### config.mk
export PLATFORM = sky130hd
export DESIGN_NAME = stream_mux_n
export DESIGN_NICKNAME = d
export VERILOG_FILES = /design/src/rtl/stream_mux_n.sv
export SDC_FILE = /design/constraint.sdc
export NUM_CORES = 1
export LEC_CHECK = 0
export CELL_PAD_IN_SITES_DETAIL_PLACEMENT = 1
export CELL_PAD_IN_SITES_GLOBAL_PLACEMENT = 1
export CORE_MARGIN = 8
export CORE_UTILIZATION = 27
export CTS_BUF_LIST = sky130_fd_sc_hd__clkbuf_4
export DETAILED_ROUTE_END_ITERATION = 10
export PLACE_DENSITY_LB_ADDON = 0.1
export SYNTH_ARGS = -nofsm -noshare
export SYNTH_HDL_FRONTEND = slang
export SYNTH_SLANG_ARGS = --single-unit
### constraint.sdc
create_clock -name clk -period 1.81 [get_ports clk]
set_clock_uncertainty 0.2 [all_clocks]
set_input_delay 0.181 -clock clk [delete_from_list [all_inputs] [get_ports clk]]
set_output_delay 0.181 -clock clk [all_outputs]
set_load 0.01 [all_outputs]
### src/rtl/stream_mux_n.sv
// N-channel valid/ready packet multiplexer with fixed or round-robin arbitration.
// A channel stays granted until its last beat is accepted; the output beat is registered.
module stream_mux_n #(
  parameter int CHANNELS = 4,
  parameter int DATA_W   = 8,
  parameter int SEL_W    = $clog2(CHANNELS)
) (
  input  logic                       clk,
  input  logic                       rst_n,
  input  logic [SEL_W-1:0]           sel,
  input  logic                       mode,
  input  logic [CHANNELS*DATA_W-1:0] in_data,
  input  logic [CHANNELS-1:0]        in_valid,
  input  logic [CHANNELS-1:0]        in_last,
  output logic [CHANNELS-1:0]        in_ready,
  output logic [DATA_W-1:0]          out_data,
  output logic                       out_valid,
  output logic                       out_last,
  input  logic                       out_ready,
  output logic [SEL_W-1:0]           out_chan,
  output logic                       busy
);

  localparam int PAD = 1 << SEL_W;

  typedef enum logic {
    IDLE   = 1'b0,
    LOCKED = 1'b1
  } state_t;

  state_t             state_q, state_d;
  logic [SEL_W-1:0]   grant_q, grant_d;
  logic [SEL_W-1:0]   rr_ptr_q, rr_ptr_d;
  logic [DATA_W-1:0]  out_data_q, out_data_d;
  logic               out_last_q, out_last_d;
  logic               out_valid_q, out_valid_d;
  logic [SEL_W-1:0]   out_chan_q, out_chan_d;

  logic [PAD-1:0]     valid_pad;
  logic [PAD-1:0]     last_pad;
  logic [DATA_W-1:0]  data_arr [PAD];
  logic               load_en;
  logic               sel_ok;
  logic               rr_found;
  logic [SEL_W-1:0]   rr_pick;

  // Widen per-channel vectors to the full index range so any SEL_W index is in bounds.
  assign valid_pad = PAD'(in_valid);
  assign last_pad  = PAD'(in_last);

  for (genvar k = 0; k < PAD; k++) begin : g_pad
    if (k < CHANNELS) begin : g_real
      assign data_arr[k] = in_data[k*DATA_W +: DATA_W];
    end else begin : g_fill
      assign data_arr[k] = '0;
    end
  end

  assign load_en = !out_valid_q || out_ready;
  assign sel_ok  = (int'(sel) < CHANNELS);

  // First valid channel after the last served one, wrapping around.
  always_comb begin
    rr_found = 1'b0;
    rr_pick  = '0;
    for (int i = 1; i <= CHANNELS; i++) begin
      if (!rr_found && valid_pad[(int'(rr_ptr_q) + i) % CHANNELS]) begin
        rr_found = 1'b1;
        rr_pick  = SEL_W'((int'(rr_ptr_q) + i) % CHANNELS);
      end
    end
  end

  always_comb begin
    state_d     = state_q;
    grant_d     = grant_q;
    rr_ptr_d    = rr_ptr_q;
    out_data_d  = out_data_q;
    out_last_d  = out_last_q;
    out_valid_d = out_valid_q;
    out_chan_d  = out_chan_q;
    in_ready    = '0;

    case (state_q)
      IDLE: begin
        if (load_en) begin
          out_valid_d = 1'b0;
        end
        if (!mode) begin
          if (sel_ok && valid_pad[sel]) begin
            grant_d = sel;
            state_d = LOCKED;
          end
        end else if (rr_found) begin
          grant_d = rr_pick;
          state_d = LOCKED;
        end
      end

      LOCKED: begin
        in_ready = CHANNELS'(load_en) << grant_q;
        if (load_en) begin
          if (valid_pad[grant_q]) begin
            out_data_d  = data_arr[grant_q];
            out_last_d  = last_pad[grant_q];
            out_chan_d  = grant_q;
            out_valid_d = 1'b1;
            // Leaving on the last beat gives exactly one IDLE cycle before the next grant.
            if (last_pad[grant_q]) begin
              rr_ptr_d = grant_q;
              state_d  = IDLE;
            end
          end else begin
            out_valid_d = 1'b0;
          end
        end
      end

      default: state_d = IDLE;
    endcase
  end

  always_ff @(posedge clk or negedge rst_n) begin
    if (!rst_n) begin
      state_q     <= IDLE;
      grant_q     <= '0;
      rr_ptr_q    <= SEL_W'(CHANNELS - 1);
      out_data_q  <= '0;
      out_last_q  <= 1'b0;
      out_valid_q <= 1'b0;
      out_chan_q  <= '0;
    end else begin
      state_q     <= state_d;
      grant_q     <= grant_d;
      rr_ptr_q    <= rr_ptr_d;
      out_data_q  <= out_data_d;
      out_last_q  <= out_last_d;
      out_valid_q <= out_valid_d;
      out_chan_q  <= out_chan_d;
    end
  end

  assign out_data  = out_data_q;
  assign out_last  = out_last_q;
  assign out_valid = out_valid_q;
  assign out_chan  = out_chan_q;
  assign busy      = (state_q == LOCKED);

endmodule

==> flow_summary_export.csv <==
group,metric,value,unit
synthesis,synthAdderAreaFrac,0,%
drt,wl_per_cell,20.0,um
power_and_ir_drop,power_density,1500,nW/um2
power_and_ir_drop,ir_drop,0.725,mV
synthesis,synthCells,101,
synthesis,yosys_warnings,0,
place,hpwlAfterDp,3630,um
global_routing,antenna_found_initial,0,
outcome,violations,"negative setup slack",
die,num_io_pins,63,
timing,fmax,0.498,GHz
synthesis,synth_xor_area_share,0,%
layout,fin_cells,244,
critical_path,worstPathMaxFanout,4,
cts,numCtsBuffers,3,
synthesis,synth_top_area_share,30.9,%
die,dieArea,6910,um2
synthesis,synth_top_family_by_area,"multiplexers",
global_routing,grt_max_degree,18,
cts,cts_htree_levels,1,
global_routing,grt_pass1_wl,7430,um
synthesis,synth_area,1220,um2
critical_path,critPathCaptureType,"register",
synthesis,ys_seq_area_share,35.2,%
place,dp.cells,227,
critical_path,cp-startpoint,"rr_ptr_q[0]",
critical_path,critical_path_class,"reg -> reg",
drt,via_per_inst,5.02,
synthesis,avgSynthCellArea,12.0,um2
layout,final_core_util,50.1,%
outcome,status,"complete, but fails checks",
timing,period_share,111,%
layout,area_growth,79.3,%
synthesis,postSynthRegisterBits,17,
timing,slew_viol_final,0,
drt,finalWirelength,4880,um
layout,drive_gt1_share,38.5,%
drt,drtIter0Drc,62,
cts,clockBufferDepth,2,
drt,ant_nets,0,
die,coreArea,4350,um2
synthesis,syn_nets,147,
drt,vias,1224,
layout,final_cell_mix,"54 x clkdlybuf4s50_1, 25 x buf_4, 14 x dfrtp_1",
place,gp_congestion,0.803,
critical_path,arrival,2.00,ns
timing,setup_viol,13,
synthesis,synth_area_leaders,"dfrtp_1 31%, mux4_2 20%, mux2_1 5.6%, mux2_2 4.6%, dfstp_2 4.3%",
min_path,hold_path_class,"in -> async",
synthesis,synthMuxAreaShare,34.8,%
critical_path,start_kind,"register",
die,rows,24,
layout,antenna_cells,0,
run,cap_viol_max_count,0,
critical_path,cp.required,1.80,ns
timing,hold_ws,0.0211,ns
global_routing,grt_overflow,0,
global_routing,grtUsageTotal,13.2,%
synthesis,yosys.area_share.simple,11.9,%
drt,drc,0,
cts,clkLatencyLatePin,0.30,ns
synthesis,synth_compound_area_share,9.98,%
cts,clock-sinks,17,
cts,clockRootBuffer,"clkbuf_4",
critical_path,r2r_start,"rr_ptr_q[0]",
cts,cts_tree,"built",
timing,setup_tns,-0.881,ns
cts,clk_pin_slew,0.11,ns
die,die_x,83.1,um
timing,worst_slew_pin_slew,0.367,ns
die,die_h,83.1,um
global_routing,first_global_vias,1371,
place,post-place-ws,-0.428,ns
layout,nFillCells,486,
layout,layout_commonest_cell,"clkdlybuf4s50_1",
layout,fin_nets,239,
timing,final-hold-violation-count,0,
critical_path,rrSetupSlack,-0.20,ns
die,start_util,27.9,%
timing,post-route-min-period,2.01,ns
synthesis,post-synth-top-area-cell,"dfrtp_1",
power_and_ir_drop,leakage,0.000932,uW
place,io_buffers,62,
timing,rsz0062_at_grt,"true",
timing,final.setup.worst_slack,-0.198,ns
timing,relSlewSlack,75.6,%
drt,firstDrtPassIters,4,
synthesis,synthDistinctLibCells,33,
## critical path, cell delays in order, from the launching register on
cell and delay (ns):
dfstp_2 0.58, buf_4 0.13, nor3_1 0.06, nand3b_1 0.15
a31oi_2 0.12, a211oi_2 0.33, mux2_4 0.33
## layout make-up
class,count,area (um2),share of cell area [%]
Sequential cell,17,429,19.7
Inverter,2,7.51,0.344
Multi-Input combinational cell,74,771,35.3
Clock buffer,4,30.0,1.38
Timing Repair Buffer,95,878,40.3
Tap cell,52,65.1,2.98
## final timing paths
| check | end | cells after the start |
|---|---|---|
| min in group clk | out_chan[1] | 2 |
| min | out_data[7] | 2 |
| max in group asynchronous | rr_ptr_q[1] | 2 |
| max reg2reg | grant_q[0] | 6 |
| max | grant_q[0] | 6 |
| min reg2reg | out_chan[1] | 2 |
## cells by family after synthesis
group,count (synthesis)
buffers and inverters,11
and+or+nand+nor,30
AOI/OAI and AO/OA,18
DFF,17
muxes,25
## cell usage after synthesis (all sizes together)
library cell  instances
a211oi                2
a21o                  1
a21oi                 5
a311o                 1
a31oi                 2
buf                   6
clkbuf                3
dfrtp                15
dfstp                 2
inv                   2
mux2                 12
mux2i                 1
mux4                 12
nand2                11
nand2b                2
nand3                 4
nand3b                1
nand4                 1
nor2                  5
nor2b                 1
nor3                  4
nor3b                 1
o211ai                1
o21ai                 4
o21bai                1
o22a                  1
## state kept, by name (all words and copies together) (netlist names)
signal	cells
busy	1
out_chan	2
rr_ptr_q	2
out_data	8
out_valid	1
grant_q	2
out_last	1
## report_power, final
group / internal (uW) / switching (uW)
Combinational: 1380 / 920
Sequential: 597 / 136
Clock: 101 / 128
Total: 2080 / 1180
## routing by layer
metal | vias up | wire (um) | part of all wire [%] | GRT usage (%)
li1 | 567 | - | - | -
met4 | 0 | 48 | 0.98 | 3.04
met1 | 610 | 2100 | 43 | 15.5
met2 | 43 | 2470 | 51 | 22.3
met5 | - | 0 | 0 | 0
met3 | 4 | 268 | 5.5 | 4.79
## per-stage QoR
step	cell area, um2	power, uW
6_report	2180	3270
5_1_grt	2180	3500
4_1_cts	2090	3000
3_5_place_dp	1970	2600
3_3_place_gp	1970	2550
2_1_floorplan	1220	1780
## repair_timing
| action | in CTS | in global routing |
|---|---|---|
| gates cloned | 0 | 1 |
| hold endpoints to repair | 0 | 0 |
| hold buffers | 0 | 0 |
| endpoints found under the setup margin | 18 | 17 |
| gates resized for setup | 22 | 21 |
| setup buffers | 8 | 4 |
| pin swaps | 5 | 5 |
(Power assumes the default switching activity.)
